--- config.mk ---
export PLATFORM = sky130hd
export DESIGN_NAME = window_line_buffer_flat
export DESIGN_NICKNAME = d
export VERILOG_FILES = /design/src/rtl/filter_pkg.sv /design/src/rtl/window_line_buffer_if.sv /design/src/rtl/window_line_buffer_line_ram.sv /design/src/rtl/window_line_buffer.sv /design/src/flat_wrapper.sv
export SDC_FILE = /design/constraint.sdc
export NUM_CORES = 1
export LEC_CHECK = 0
export ABC_CLOCK_PERIOD_IN_PS = 4100
export CAP_MARGIN = 20
export CORE_UTILIZATION = 45
export CTS_BUF_LIST = sky130_fd_sc_hd__clkbuf_16
export CTS_CLUSTER_SIZE = 20
export DETAILED_ROUTE_END_ITERATION = 10
export DONT_BUFFER_PORTS = 1
export GPL_TIMING_DRIVEN = 0
export HOLD_SLACK_MARGIN = 0.06
export RECOVER_POWER = 100
export SYNTH_ARGS = -nofsm -noshare
export SYNTH_HDL_FRONTEND = slang
export SYNTH_SLANG_ARGS = --single-unit
export TNS_END_PERCENT = 50
--- constraint.sdc ---
create_clock -name i_clk -period 4.1 [get_ports i_clk]
set_clock_uncertainty 0.15 [all_clocks]
set_input_delay 1.23 -clock i_clk [delete_from_list [all_inputs] [get_ports i_clk]]
set_output_delay 1.23 -clock i_clk [all_outputs]
set_load 0.005 [all_outputs]
--- src/rtl/filter_pkg.sv ---
// Shared types and defaults for the kernel filter datapath.
package filter_pkg;

    localparam int KERNEL_SIZE_DEFAULT = 3;
    localparam int DATA_SIZE_DEFAULT   = 8;

    typedef logic [DATA_SIZE_DEFAULT-1:0] pixel_t;
    typedef pixel_t [0:KERNEL_SIZE_DEFAULT-1][0:KERNEL_SIZE_DEFAULT-1] window_t;

    typedef enum logic [1:0] {
        IDLE,
        FILL,
        STREAM
    } wlb_state_t;

endpackage

--- src/rtl/window_line_buffer_if.sv ---
// Pixel-in / window-out bundle between the line buffer and its neighbours.
interface window_line_buffer_if #(
    parameter int DATA_SIZE   = filter_pkg::DATA_SIZE_DEFAULT,
    parameter int KERNEL_SIZE = filter_pkg::KERNEL_SIZE_DEFAULT
);

    // i_valid has no ready: every i_valid beat is consumed in the cycle it is
    // presented, and o_valid is a single-cycle pulse that the sink must take.
    logic                                                 i_valid;
    logic                                                 i_sof;
    logic [DATA_SIZE-1:0]                                 i_data;
    logic                                                 o_valid;
    logic [0:KERNEL_SIZE-1][0:KERNEL_SIZE-1][DATA_SIZE-1:0] o_window;
    logic                                                 o_eof;
    logic                                                 o_busy;
    filter_pkg::wlb_state_t                               dbg_state;

    modport master (
        output i_valid, i_sof, i_data,
        input  o_valid, o_window, o_eof, o_busy, dbg_state
    );

    modport slave (
        input  i_valid, i_sof, i_data,
        output o_valid, o_window, o_eof, o_busy, dbg_state
    );

endinterface

--- src/rtl/window_line_buffer_line_ram.sv ---
// One image line of storage: combinational read, synchronous write,
// a same-address read during a write returns the old contents.
module line_ram #(
    parameter int DEPTH = 16,
    parameter int WIDTH = 8
) (
    input  logic                     i_clk,
    input  logic                     i_we,
    input  logic [$clog2(DEPTH)-1:0] i_addr,
    input  logic [WIDTH-1:0]         i_wdata,
    output logic [WIDTH-1:0]         o_rdata
);

    logic [WIDTH-1:0] mem [DEPTH];

    assign o_rdata = mem[i_addr];

    always_ff @(posedge i_clk) begin
        if (i_we) begin
            mem[i_addr] <= i_wdata;
        end
    end

endmodule

--- src/rtl/window_line_buffer.sv ---
// Buffers two image lines and emits a 3x3 window per pixel once the window
// lies fully inside the frame.
module window_line_buffer #(
    parameter int DATA_SIZE   = filter_pkg::DATA_SIZE_DEFAULT,
    parameter int KERNEL_SIZE = filter_pkg::KERNEL_SIZE_DEFAULT,
    parameter int IMG_WIDTH   = 16,
    parameter int IMG_HEIGHT  = 16
) (
    input logic                  i_clk,
    input logic                  i_nrst,
    window_line_buffer_if.slave  bus
);

    import filter_pkg::*;

    localparam int XW = $clog2(IMG_WIDTH);
    localparam int YW = $clog2(IMG_HEIGHT);
    localparam logic [XW-1:0] X_LAST = XW'(IMG_WIDTH - 1);
    localparam logic [YW-1:0] Y_LAST = YW'(IMG_HEIGHT - 1);

    typedef logic [DATA_SIZE-1:0] pix_t;

    if (KERNEL_SIZE != 3) begin : g_bad_kernel
        $error("window_line_buffer supports KERNEL_SIZE == 3 only");
    end
    if (IMG_WIDTH < KERNEL_SIZE || IMG_HEIGHT < KERNEL_SIZE) begin : g_bad_image
        $error("window_line_buffer needs an image at least KERNEL_SIZE on each side");
    end

    wlb_state_t      state;
    logic [XW-1:0]   x;
    logic [XW-1:0]   x_cur;
    logic [YW-1:0]   y;
    logic [YW-1:0]   y_cur;
    pix_t            mem0_rd;
    pix_t            mem1_rd;
    pix_t [0:2]      col;
    pix_t [0:2][0:1] hist;
    logic            accept;
    logic            emit;
    logic            last_col;
    logic            last_px;

    // A sof beat is pixel (0,0) regardless of where the counters stand.
    always_comb begin
        accept   = bus.i_valid && (bus.i_sof || state != IDLE);
        x_cur    = bus.i_sof ? '0 : x;
        y_cur    = bus.i_sof ? '0 : y;
        col[0]   = mem1_rd;
        col[1]   = mem0_rd;
        col[2]   = bus.i_data;
        last_col = (x_cur == X_LAST);
        last_px  = last_col && (y_cur == Y_LAST);
        emit     = (x_cur >= XW'(2)) && (y_cur >= YW'(2));
    end

    line_ram #(.DEPTH(IMG_WIDTH), .WIDTH(DATA_SIZE)) u_mem0 (
        .i_clk   (i_clk),
        .i_we    (accept),
        .i_addr  (x_cur),
        .i_wdata (bus.i_data),
        .o_rdata (mem0_rd)
    );

    line_ram #(.DEPTH(IMG_WIDTH), .WIDTH(DATA_SIZE)) u_mem1 (
        .i_clk   (i_clk),
        .i_we    (accept),
        .i_addr  (x_cur),
        .i_wdata (mem0_rd),
        .o_rdata (mem1_rd)
    );

    assign bus.dbg_state = state;

    always_ff @(posedge i_clk or negedge i_nrst) begin
        if (!i_nrst) begin
            state        <= IDLE;
            x            <= '0;
            y            <= '0;
            hist         <= '0;
            bus.o_valid  <= 1'b0;
            bus.o_eof    <= 1'b0;
            bus.o_busy   <= 1'b0;
            bus.o_window <= '0;
        end else begin
            bus.o_valid <= 1'b0;
            bus.o_eof   <= 1'b0;
            if (accept) begin
                for (int r = 0; r < 3; r++) begin
                    hist[r][0] <= hist[r][1];
                    hist[r][1] <= col[r];
                end
                // The output register only moves on a real window, so it holds otherwise.
                if (emit) begin
                    bus.o_valid <= 1'b1;
                    bus.o_eof   <= last_px;
                    for (int r = 0; r < 3; r++) begin
                        bus.o_window[r] <= {hist[r][0], hist[r][1], col[r]};
                    end
                end
                if (last_px) begin
                    state      <= IDLE;
                    bus.o_busy <= 1'b0;
                    x          <= '0;
                    y          <= '0;
                end else begin
                    bus.o_busy <= 1'b1;
                    if (last_col) begin
                        x <= '0;
                        y <= y_cur + YW'(1);
                    end else begin
                        x <= x_cur + XW'(1);
                        y <= y_cur;
                    end
                    if (last_col && y_cur == YW'(1)) begin
                        state <= STREAM;
                    end else if (bus.i_sof) begin
                        state <= FILL;
                    end
                end
            end
        end
    end

endmodule
--- src/flat_wrapper.sv ---
// flat-port wrapper written by rule: the top's interface ports become plain ports
module window_line_buffer_flat import filter_pkg::*;
#(
    parameter int DATA_SIZE   = filter_pkg::DATA_SIZE_DEFAULT,
    parameter int KERNEL_SIZE = filter_pkg::KERNEL_SIZE_DEFAULT,
    parameter int IMG_WIDTH   = 16,
    parameter int IMG_HEIGHT  = 16
)
  (i_clk, i_nrst, bus_i_valid, bus_i_sof, bus_i_data, bus_o_valid, bus_o_window, bus_o_eof, bus_o_busy, bus_dbg_state);
  window_line_buffer_if #(.DATA_SIZE(DATA_SIZE), .KERNEL_SIZE(KERNEL_SIZE)) bus_i ();
  input logic i_clk;
  input logic i_nrst;
  input wire logic [$bits(bus_i.i_valid)-1:0] bus_i_valid;
  input wire logic [$bits(bus_i.i_sof)-1:0] bus_i_sof;
  input wire logic [$bits(bus_i.i_data)-1:0] bus_i_data;
  output wire logic [$bits(bus_i.o_valid)-1:0] bus_o_valid;
  output wire logic [$bits(bus_i.o_window)-1:0] bus_o_window;
  output wire logic [$bits(bus_i.o_eof)-1:0] bus_o_eof;
  output wire logic [$bits(bus_i.o_busy)-1:0] bus_o_busy;
  output wire logic [$bits(bus_i.dbg_state)-1:0] bus_dbg_state;
  assign bus_i.i_valid = bus_i_valid;
  assign bus_i.i_sof = bus_i_sof;
  assign bus_i.i_data = bus_i_data;
  assign bus_o_valid = bus_i.o_valid;
  assign bus_o_window = bus_i.o_window;
  assign bus_o_eof = bus_i.o_eof;
  assign bus_o_busy = bus_i.o_busy;
  assign bus_dbg_state = bus_i.dbg_state;
  window_line_buffer #(.DATA_SIZE(DATA_SIZE), .KERNEL_SIZE(KERNEL_SIZE), .IMG_WIDTH(IMG_WIDTH), .IMG_HEIGHT(IMG_HEIGHT)) u_core (.i_clk(i_clk), .i_nrst(i_nrst), .bus(bus_i));
endmodule
==> results.py <==
metrics = {
    "run_status": {
        "status": "finished, violations left",
        "violations": "max-capacitance violations, max-slew violations",
    },
    "timing": {
        "worst_pin_slew_ns": 1.51,
        "min_period_ns": 3.97,
        "fmax_mhz": 252,
        "slew_viol_final": 8,
        "finalHoldViolCount": 0,
        "slew_headroom": -0.0118,
        "fin_crit_sh": 0.968,
        "setup_viol": 0,
        "hold_slack_ns": 0.244,
        "rsz0062_at_grt": "false",
    },
    "critical_path": {
        "critPathKind": "in -> reg",
        "critPathLaunchType": "input pin",
        "path_depth": 5,
        "end_kind": "flop",
        "crit_arrival_ns": 4.02,
        "r2r-start": "u_core.x[1]",
        "crit_start": "bus_i_sof",
        "crit_fanout": 10,
        "cp_num_buf_inv": 3,
        "required_ns": 4.15,
        "crit_end": "u_core.u_mem0.mem[13][0]",
        "critPathSlowestCell": "nor3_1",
        "critPathTopFamily": "simple AND/OR/NAND/NOR gates",
        "path_cells": "buf_2 > nand3b_1 > clkbuf_1 > nor3_1 > clkbuf_2",
        "r2r_setup_slack_ns": 0.42,
        "reg2reg_depth": 7,
        "cpPeakStageDelay_ns": 1.19,
        "timing.rr.end": "u_core.u_mem0.mem[13][0]",
    },
    "routing": {
        "wl_met1_um": 15500,
        "first_pass_iters": 8,
        "highest-signal-layer": "met4",
        "ant_nets": 0,
        "wirelength_um": 36300,
        "vias": 8518,
        "first_iter_violations": 877,
        "met2_wirelength_um": 17200,
        "via_per_inst": 5.80,
        "drcViolationCount": 0,
        "wl_met3_um": 2680,
        "routedWlPerCell_um": 24.7,
    },
    "clock_tree": {
        "cts_buffer_depth": 3,
        "cts_tree": "built",
        "path_clk_slew_ns": 0.06,
        "cts.sinks": 389,
        "cts-buffers-inserted": 39,
        "worstSkewPairLatency_ns": 0.53,
        "htreeDepth": 2,
        "postCtsHoldBufs": 0,
        "cts_root_buf": "clkbuf_16",
    },
    "synthesis": {
        "syn_area_mm2": 0.0150,
        "yosysMostFrequentCell": "edfxtp_1",
        "synth-edff-count": 256,
        "yosysUniqueCellTypes": 45,
        "syn_nets": 954,
        "synth_top_cell_by_area": "edfxtp_1",
        "synth_top_flop_cell": "edfxtp_1",
        "synth_area_leaders": "edfxtp_1 51%, dfrtp_1 22%, mux2_2 7.4%",
        "syn_area_per_cell_um2": 16.0,
        "synthCells": 941,
        "ys_warn_count": 0,
        "synth_common_cells": "256 x edfxtp_1, 133 x dfrtp_1, 114 x nand2_1, 99 x mux2_2, 65 x mux2i_1",
        "postSynthRegisterBits": 389,
        "ys_seq_area_frac": 0.734,
        "synth_top_area_share": 0.512,
        "async_flop_share": 0.342,
    },
    "global_routing": {
        "grt_pass1_vias": 8401,
        "globalRouteTotalUtil": 0.217,
        "grt_pass1_wl_um": 53800,
        "overflow": 0,
        "grt_max_degree": 134,
        "antenna_found_initial": 1,
    },
    "power_and_ir_drop": {
        "p_int_uw": 7460,
        "pwr-share-seq": 0.522,
        "p_sw_uw": 2740,
        "pwr-share-comb": 0.148,
        "finalPower_uw": 10200,
        "powerDensity_mw_per_mm2": 602,
        "switching_share": 0.269,
        "p_leak_uw": 0.00639,
        "pwr-share-clk": 0.330,
        "peakVddDrop_mv": 0.404,
    },
    "cells_and_area": {
        "finalNetCount": 1012,
        "diodes": 0,
        "syn_to_final_growth_pct": 12.7,
        "drive_above_1_share": 0.198,
        "finalInstanceArea_mm2": 0.0169,
    },
    "die": {
        "fp-row-count": 66,
        "core_mm2": 0.0327,
        "die_y_um": 185,
        "ios": 89,
        "start_util": 0.459,
        "die_x_um": 185,
        "die_area_mm2": 0.0341,
    },
    "run": {
        "drv_cap": 1,
    },
    "hold_path": {
        "hp-class": "in -> async",
    },
    "placement": {
        "gp_congestion": 0.813,
        "port_buffers": 0,
        "place_area_mm2": 0.0159,
        "dp_hpwl_um": 23700,
    },
}
==> sequential cells by signal (all words and copies together), names as in the netlist, 2 cells and up <==
register / count
u_core.u_mem0.mem: 128
u_core.y: 4
u_core.x: 4
u_core.hist: 48
u_core.bus.o_window: 72
u_core.u_mem1.mem: 128
u_core.bus.dbg_state: 2
==> metal layers <==
| metal | vias to the layer above | GRT usage |
|---|---|---|
| met5 | - | 0 |
| met4 | 0 | 0.0658 |
| met3 | 66 | 0.0407 |
| met2 | 351 | 0.343 |
| met1 | 4368 | 0.306 |
| li1 | 3733 | - |
==> worst min-delay path by stage <==
stage / end / slack [ns] / depth (start not counted)
floorplan: u_core.hist[24] / 0.29 / 2
global placement: u_core.hist[14] / 0.31 / 2
global route: u_core.hist[25] / 0.23 / 0
CTS: u_core.hist[25] / 0.23 / 0
detailed placement: u_core.hist[41] / 0.31 / 2
finish: u_core.bus.o_window[26] / 0.24 / 0
==> layout by cell type, fill, tap and decap left out, types with 8 or more instances in the layout <==
cell type and instances:
clkbuf_2 9, buf_2 13, dfrtp_1 133, clkinv_1 8, clkbuf_1 39, a221oi_1 30
mux2_2 99, or4_1 12, o22ai_1 16, clkinv_2 9, a211oi_1 32, nor3_1 10
inv_1 13, clkbuf_16 41, buf_6 8, nor2_1 28, a222oi_1 15, o21ai_0 11
mux2i_1 65, nand2_1 114, edfxtp_1 256
==> what timing repair did <==
action                                 4_1_cts  5_1_grt
endpoints found under the hold margin        0        0
setup endpoints to repair                    0       11
setup buffers                                0        0
gates resized for setup                      0        1
==> power by group through the flow <==
stage                     sequential, uW  combinational, uW  clock (uW)
after floorplan                     5250               1070           0
after global placement              5400               1480           0
after detailed placement            5410               1550           0
after CTS                           5340               1560        3420
after global routing                5400               1620        3570
final                               5320               1510        3360
==> layout make-up <==
cell class,instances,area (um^2)
plain buffers,61,298
clock buffers,41,1030
clock inverters,28,173
fillers,2783,15800
inverters,6,27.5
multi-input cells,485,3680
flip-flops and latches,389,11000
well taps,442,553
repair buffers,17,153
==> cells by family after synthesis <==
group           count (synthesis)  share of synthesized area
compound gates                124                     0.0635
fa+ha+maj                       1                   0.000833
buf+inv                        67                     0.0228
flops                         389                      0.734
mux                           166                      0.120
simple gates                  194                     0.0595
==> per-stage QoR <==
| step | TNS [ns] | instances | utilization | setup slack (ns) |
|---|---|---|---|---|
| 2_1_floorplan | -0.763 | 941 | - | -0.0477 |
| 3_3_place_gp | -277.87 | 1383 | 0.476 | -2.28 |
| 3_5_place_dp | -5.23 | 1400 | 0.486 | -0.419 |
| 4_1_cts | 0 | 1469 | 0.522 | 0.121 |
| 5_1_grt | 0 | 1469 | 0.518 | 0.0480 |
| 6_report | 0 | 1469 | 0.518 | 0.131 |
Power figures use the tool's default switching activity.
==> edit 1, RTL diff (same settings) <==
`IMG_WIDTH` is set to 16 in 2 places; all go to 32.
--- a/src/rtl/window_line_buffer.sv
+++ b/src/rtl/window_line_buffer.sv
@@ -3,7 +3,7 @@
 module window_line_buffer #(
     parameter int DATA_SIZE   = filter_pkg::DATA_SIZE_DEFAULT,
     parameter int KERNEL_SIZE = filter_pkg::KERNEL_SIZE_DEFAULT,
-    parameter int IMG_WIDTH   = 16,
+    parameter int IMG_WIDTH   = 32,
     parameter int IMG_HEIGHT  = 16
 ) (
     input logic                  i_clk,
--- a/src/flat_wrapper.sv
+++ b/src/flat_wrapper.sv
@@ -3,7 +3,7 @@
 #(
     parameter int DATA_SIZE   = filter_pkg::DATA_SIZE_DEFAULT,
     parameter int KERNEL_SIZE = filter_pkg::KERNEL_SIZE_DEFAULT,
-    parameter int IMG_WIDTH   = 16,
+    parameter int IMG_WIDTH   = 32,
     parameter int IMG_HEIGHT  = 16
 )
   (i_clk, i_nrst, bus_i_valid, bus_i_sof, bus_i_data, bus_o_valid, bus_o_window, bus_o_eof, bus_o_busy, bus_dbg_state);
Function: no difference found for any inputs over 4 cycles, from zero or initial values and one cycle with i_nrst low; that may be too few to reach the edited logic, so the function may still have changed.
==> edit 1 against the unedited design <==
The flow finishes with violations (negative setup slack). Wire length is 130% higher. Via count increased by 94%. Total power increased by 55%. Sequential cell count is 257 higher. Combinational power grew 54%. Design area grew 74%. First-iteration DRC count rose to 2.7 times the old value. Area after synthesis rose by 72%. Hold slack lost 70 ps. Setup slack got worse by 180 ps. Final cell count grew 85%. Register-to-register slack worse by 440 ps. Critical path type unchanged. Critical endpoint is now u_core.u_mem0.mem[3][7].
==> edit 1: results (changes against the unedited design) <==
- Grt met2 use: 43.0% (+8.7 points)
- # placed instances: 2598 (+86%)
- DPL Wire Length: 56700 um (+140%)
- First-pass DRT Iterations: 5 (-3)
- Synth top area cells: edfxtp_1 59%, dfrtp_1 13%, nand2_1 4.9%
- Final std cells w/o fill: 2721 (+85%)
- Leak: 10.8 nW (+68%)
- Max Fanout on Critical Path: 10 (unchanged)
- First-pass GRT wire length: 117000 um (+120%)
- Mux share of post-synthesis cell area: 6.61% (-5.4 points)
- Setup TNS Final: -504 ps (-504 ps)
- Final setup margin: -44.7 ps (-176 ps)
- Hold slack: 174 ps (-69.7 ps)
- Hold_buf cts: 0 (unchanged)
- Syn nets: 1811 (+90%)
- Synth Area in Adders: 0.0968% (+0.013 points)
- Comb. pwr: 2.32 mW (+54%)
- Status: finished with violations
- TritonCTS buffer count: 67 (+72%)
- Largest registers: u_core.u_mem0.mem: 256 flops, u_core.u_mem1.mem: 256 flops, u_core.bus.o_window: 72 flops
- Syn Area/Cell: 14.4 sq um (-9.8%)
- Met3 Track Usage GR: 6.61% (+2.5 points)
- Clk power: 5.82 mW (+73%)
- Net Switching: 4.31 mW (+57%)
- DP Worst Slack: -870 ps (-451 ps)
- CP max stage cell: clkbuf_1
- Number of flops mapped to enable cells by yosys: 512 (+100%)
- Synth cell types: 71 (+58%)
- Worst skew pair latency: 610 ps (+80 ps)
- Placement Cell Area: 0.0277 sq mm (+74%)
- Compound-Gate Fraction of Synth Area: 8.95% (+2.6 points)
- Initial antenna violation count: 4 (+3)
- Post-synthesis sequential area ratio: 72.4% (-0.93 points)
- Routability cong.: 0.919 (+13%)
- CP max stage delay: 730 ps (-460 ps)
- Most frequent cells after synthesis: 512 x edfxtp_1, 338 x nand2_1, 134 x dfrtp_1, 85 x mux2_2, 70 x nor2_1
- Pin count of the biggest net entering global routing: 135 (+0.75%)
- FF-to-FF setup slack: -20 ps (-440 ps)
- Met1 usage in global routing: 38.1% (+7.5 points)
- CP delay by family, top: buffers and inverters
- Final WL: 82800 um (+130%)
- Vias: 16600 (+94%)
- Final setup fails: 22 (+22)
- Async S/R FF share, synth: 20.7% (-13 points)
- Ratio of cells with drive above 1 in the final layout: 17.3% (-2.4 points)
- XOR/XNOR Fraction of Synth Area: 0.0339% (+0.034 points)
- Failing checks: negative setup slack
- Gr usage total: 28.1% (+6.4 points)
- Vias in the first global route: 16100 (+92%)
[edit 1: path summary, 6_finish.rpt]
kind,cells after the start,from,end
worst max register to register,6,u_core.x[0],u_core.u_mem0.mem[3][7]
worst max-delay path,6,bus_i_sof,u_core.u_mem0.mem[3][7]
worst min register to register,2,u_core.hist[31],u_core.bus.o_window[47]
max in group asynchronous,0,i_nrst,u_core.hist[0]
min in group i_clk,2,u_core.hist[31],u_core.bus.o_window[47]
worst min-delay path,0,i_nrst,u_core.bus.o_window[30]
[edit 1: repair_timing]
action	4_1_cts	5_1_grt
pin swaps	0	0
gates cloned	1	0
endpoints found under the setup margin	144	96
resized for setup	9	5
buffers inserted	0	3
[edit 1: logic make-up (layout without fill, tap and decap cells)]
logic type | Yosys count | after routing
AOI/OAI and AO/OA | 340 | 340
buffers and inverters | 131 | 297
xor gates and xnor gates | 1 | 1
DFF | 646 | 646
other | 0 | 2
muxes | 155 | 155
and+or+nand+nor | 522 | 522
adders and majority gates | 2 | 2
[edit 1: layout make-up]
| type | count | area (sq um) |
|---|---|---|
| inverter | 14 | 63.8 |
| tap | 756 | 946 |
| timing repair buffer | 48 | 488 |
| timing repair inverter | 1 | 7.51 |
| multi-input combinational | 1020 | 6490 |
| buffer | 117 | 641 |
| clock inverter | 46 | 279 |
| sequential | 646 | 18700 |
| fill | 4764 | 27200 |
| clock buffer | 71 | 1780 |
| antenna | 2 | 5.00 |
[edit 1: layer usage]
metal | part of all wire, % | wire, um | vias to the layer above
li1 | - | - | 6990
met1 | 40 | 32900 | 8411
met2 | 45 | 37000 | 959
met3 | 11 | 9070 | 200
met4 | 4.7 | 3900 | 2
met5 | 0.013 | 11 | -
==> edit 2, RTL diff (same settings) <==
Without the edit above. Make the reset (`i_nrst`) synchronous in one clocked block.
--- a/src/rtl/window_line_buffer.sv
+++ b/src/rtl/window_line_buffer.sv
@@ -72,7 +72,7 @@
 
     assign bus.dbg_state = state;
 
-    always_ff @(posedge i_clk or negedge i_nrst) begin
+    always_ff @(posedge i_clk) begin
         if (!i_nrst) begin
             state        <= IDLE;
             x            <= '0;
Behaviour: differs if i_nrst is asserted again (counterexample within 4 cycles, from zero or initial values and one cycle with i_nrst low); with i_nrst held inactive, the same outputs for 10 cycles.
==> edit 2 against the unedited design <==
Area after synthesis is 1.2% higher. Wire length is 14% higher. Sequential share of layout area is 4.7 points lower. Critical path depth is 2 higher. Design area is 1.2% higher. The run still ends with max-capacitance violations, max-slew violations left. Sequential cell count stayed put. Setup slack better by 83 ps. Via count is 20% higher. Critical endpoint is now u_core.u_mem0.mem[2][2]. Die area is 1.2% higher. Highest routed layer unchanged.
Power is not compared: it rests on default switching activity, and its combinational part moved more than twofold at a synthesized area within 25%.
==> edit 2: results (changes against the unedited design) <==
- Status: finished with violations
- Failing checks: max-capacitance violations, max-slew violations
- Arrival @ worst endpoint: 3970 ps (-50 ps)
- Total Nets Final: 1327 (+31%)
- Synth cell types: 50 (+11%)
- Hold depth: 2
- Most frequent cells after synthesis: 256 x edfxtp_1, 236 x nand2_1, 133 x dfxtp_1, 114 x a21oi_1, 76 x o21ai_0
- First-pass DRT Iterations: 6 (-2)
- Reg2reg path depth: 6 (-1)
- CTS clk-pin slew, worst paths: 60 ps (about the same)
- Final WL: 41500 um (+14%)
- Setup crit start: bus_i_sof
- Tmin final: 3890 ps (-83.3 ps)
- FF-to-FF Start: u_core.x[1]
- Syn Area/Cell: 12.2 sq um (-24%)
- First-pass GRT wire length: 60600 um (+13%)
- WL per Instance: 23.3 um (-5.7%)
- Hold Path Class: reg -> reg
- Synth warn: 0 (unchanged)
- CP max stage cell: nor4_1
- Hold EP: u_core.hist[45]
- Max IR drop VDD: about 300 uV
- Async S/R FF share, synth: 0% (-34 points)
- RR Endpoint: u_core.u_mem1.mem[6][4]
- Switching share of power: 22.4%
- Max-cap viol count: 1 (unchanged)
- Final Slew Violations: 7 (-1)
- TritonCTS buffer count: 41 (+5.1%)
- Post-synthesis sequential area ratio: 68.1% (-5.2 points)
- Gr usage total: 24.0% (+2.3 points)
- Ratio of cells with drive above 1 in the final layout: 8.76% (-11 points)
- CP delay by family, top: simple AND/OR/NAND/NOR gates
- Crit path to: u_core.u_mem0.mem[2][2]
- Number of flops mapped to enable cells by yosys: 256 (unchanged)
- FF-to-FF setup slack: 550 ps (+130 ps)
- Max Fanout on Critical Path: 10 (unchanged)
- Synth top area cells: edfxtp_1 51%, dfxtp_1 18%, nand2_1 5.8%
- Clk buf depth: 3 (unchanged)
- DRT iter0 DRCs: 999 (+14%)
- Vias/cell: 5.76 (-0.61%)
- DP Worst Slack: -87.1 ps (+332 ps)
- Crit path kind: in -> reg
- Power share of the sequential group: 52.5%
- Post-CTS Setup Bufs: 0 (unchanged)
- # placed instances: 1709 (+22%)
- Worst slew pin tran: 1530 ps (+22.5 ps)
- Pin count of the biggest net entering global routing: 19 (-86%)
- CP max stage delay: 1170 ps (-20 ps)
- Vias in the first global route: 9859 (+17%)
- DPL Wire Length: 29000 um (+22%)
- Post-cts sizing count: 0 (unchanged)
- Initial antenna violation count: 0 (-1)
- Routability cong.: 0.870 (+7.0%)
## edit 2: cell types whose count changed in the layout (fill, tap and decap cells not counted), moves of 28 or more
cell	unedited run	this run
a211oi_1	32	0
nor3b_1	1	29
nand2_1	114	236
o21ai_0	11	76
dfrtp_1	133	0
mux2_2	99	1
a221oi_1	30	0
dfxtp_1	0	133
a21oi_1	6	114
a31oi_1	2	33
## edit 2: kinds of logic after synthesis
| logic type | synth area share (%) |
|---|---|
| multiplexers | 4.88 |
| buffers and inverters | 3.24 |
| AO/OA/AOI/OAI | 12.0 |
| adder cells (fa/ha/maj) | 0.412 |
| AND/OR/NAND/NOR | 11.2 |
| flip-flops | 68.1 |
| XOR/XNOR | 0.0577 |
## edit 2: per-layer routing
| layer | vias to the layer above | global-route usage [%] | routed length (um) |
|---|---|---|---|
| met4 | 0 | 8.59 | 1300 |
| met3 | 83 | 4.27 | 3280 |
| met1 | 5004 | 31.5 | 17500 |
| met5 | - | 0 | 0 |
| met2 | 445 | 39.8 | 19300 |
| li1 | 4715 | - | - |
## edit 2: layout make-up
cell class / instances / area (sq um)
Tap cell: 442 / 553
Sequential cell: 389 / 10300
Inverter: 12 / 45.0
Timing Repair Buffer: 18 / 150
Buffer: 94 / 433
Multi-Input combinational cell: 754 / 4380
Fill cell: 2937 / 15700
Clock inverter: 26 / 146
Clock buffer: 43 / 1080
## edit 2: through the flow
| step | cell area [sq um] | hold WS, ps | TNS (ps) | total power, mW |
|---|---|---|---|---|
| finish | 17100 | 305 | 0 | 8.16 |
| global route | 17100 | 320 | 0 | 8.39 |
| CTS | 17200 | 307 | 0 | 8.19 |
| detailed placement | 16000 | 298 | -1870 | 4.82 |
| global placement | 15700 | 294 | -214600 | 4.80 |
| floorplan | 15200 | 282 | -555 | 4.64 |
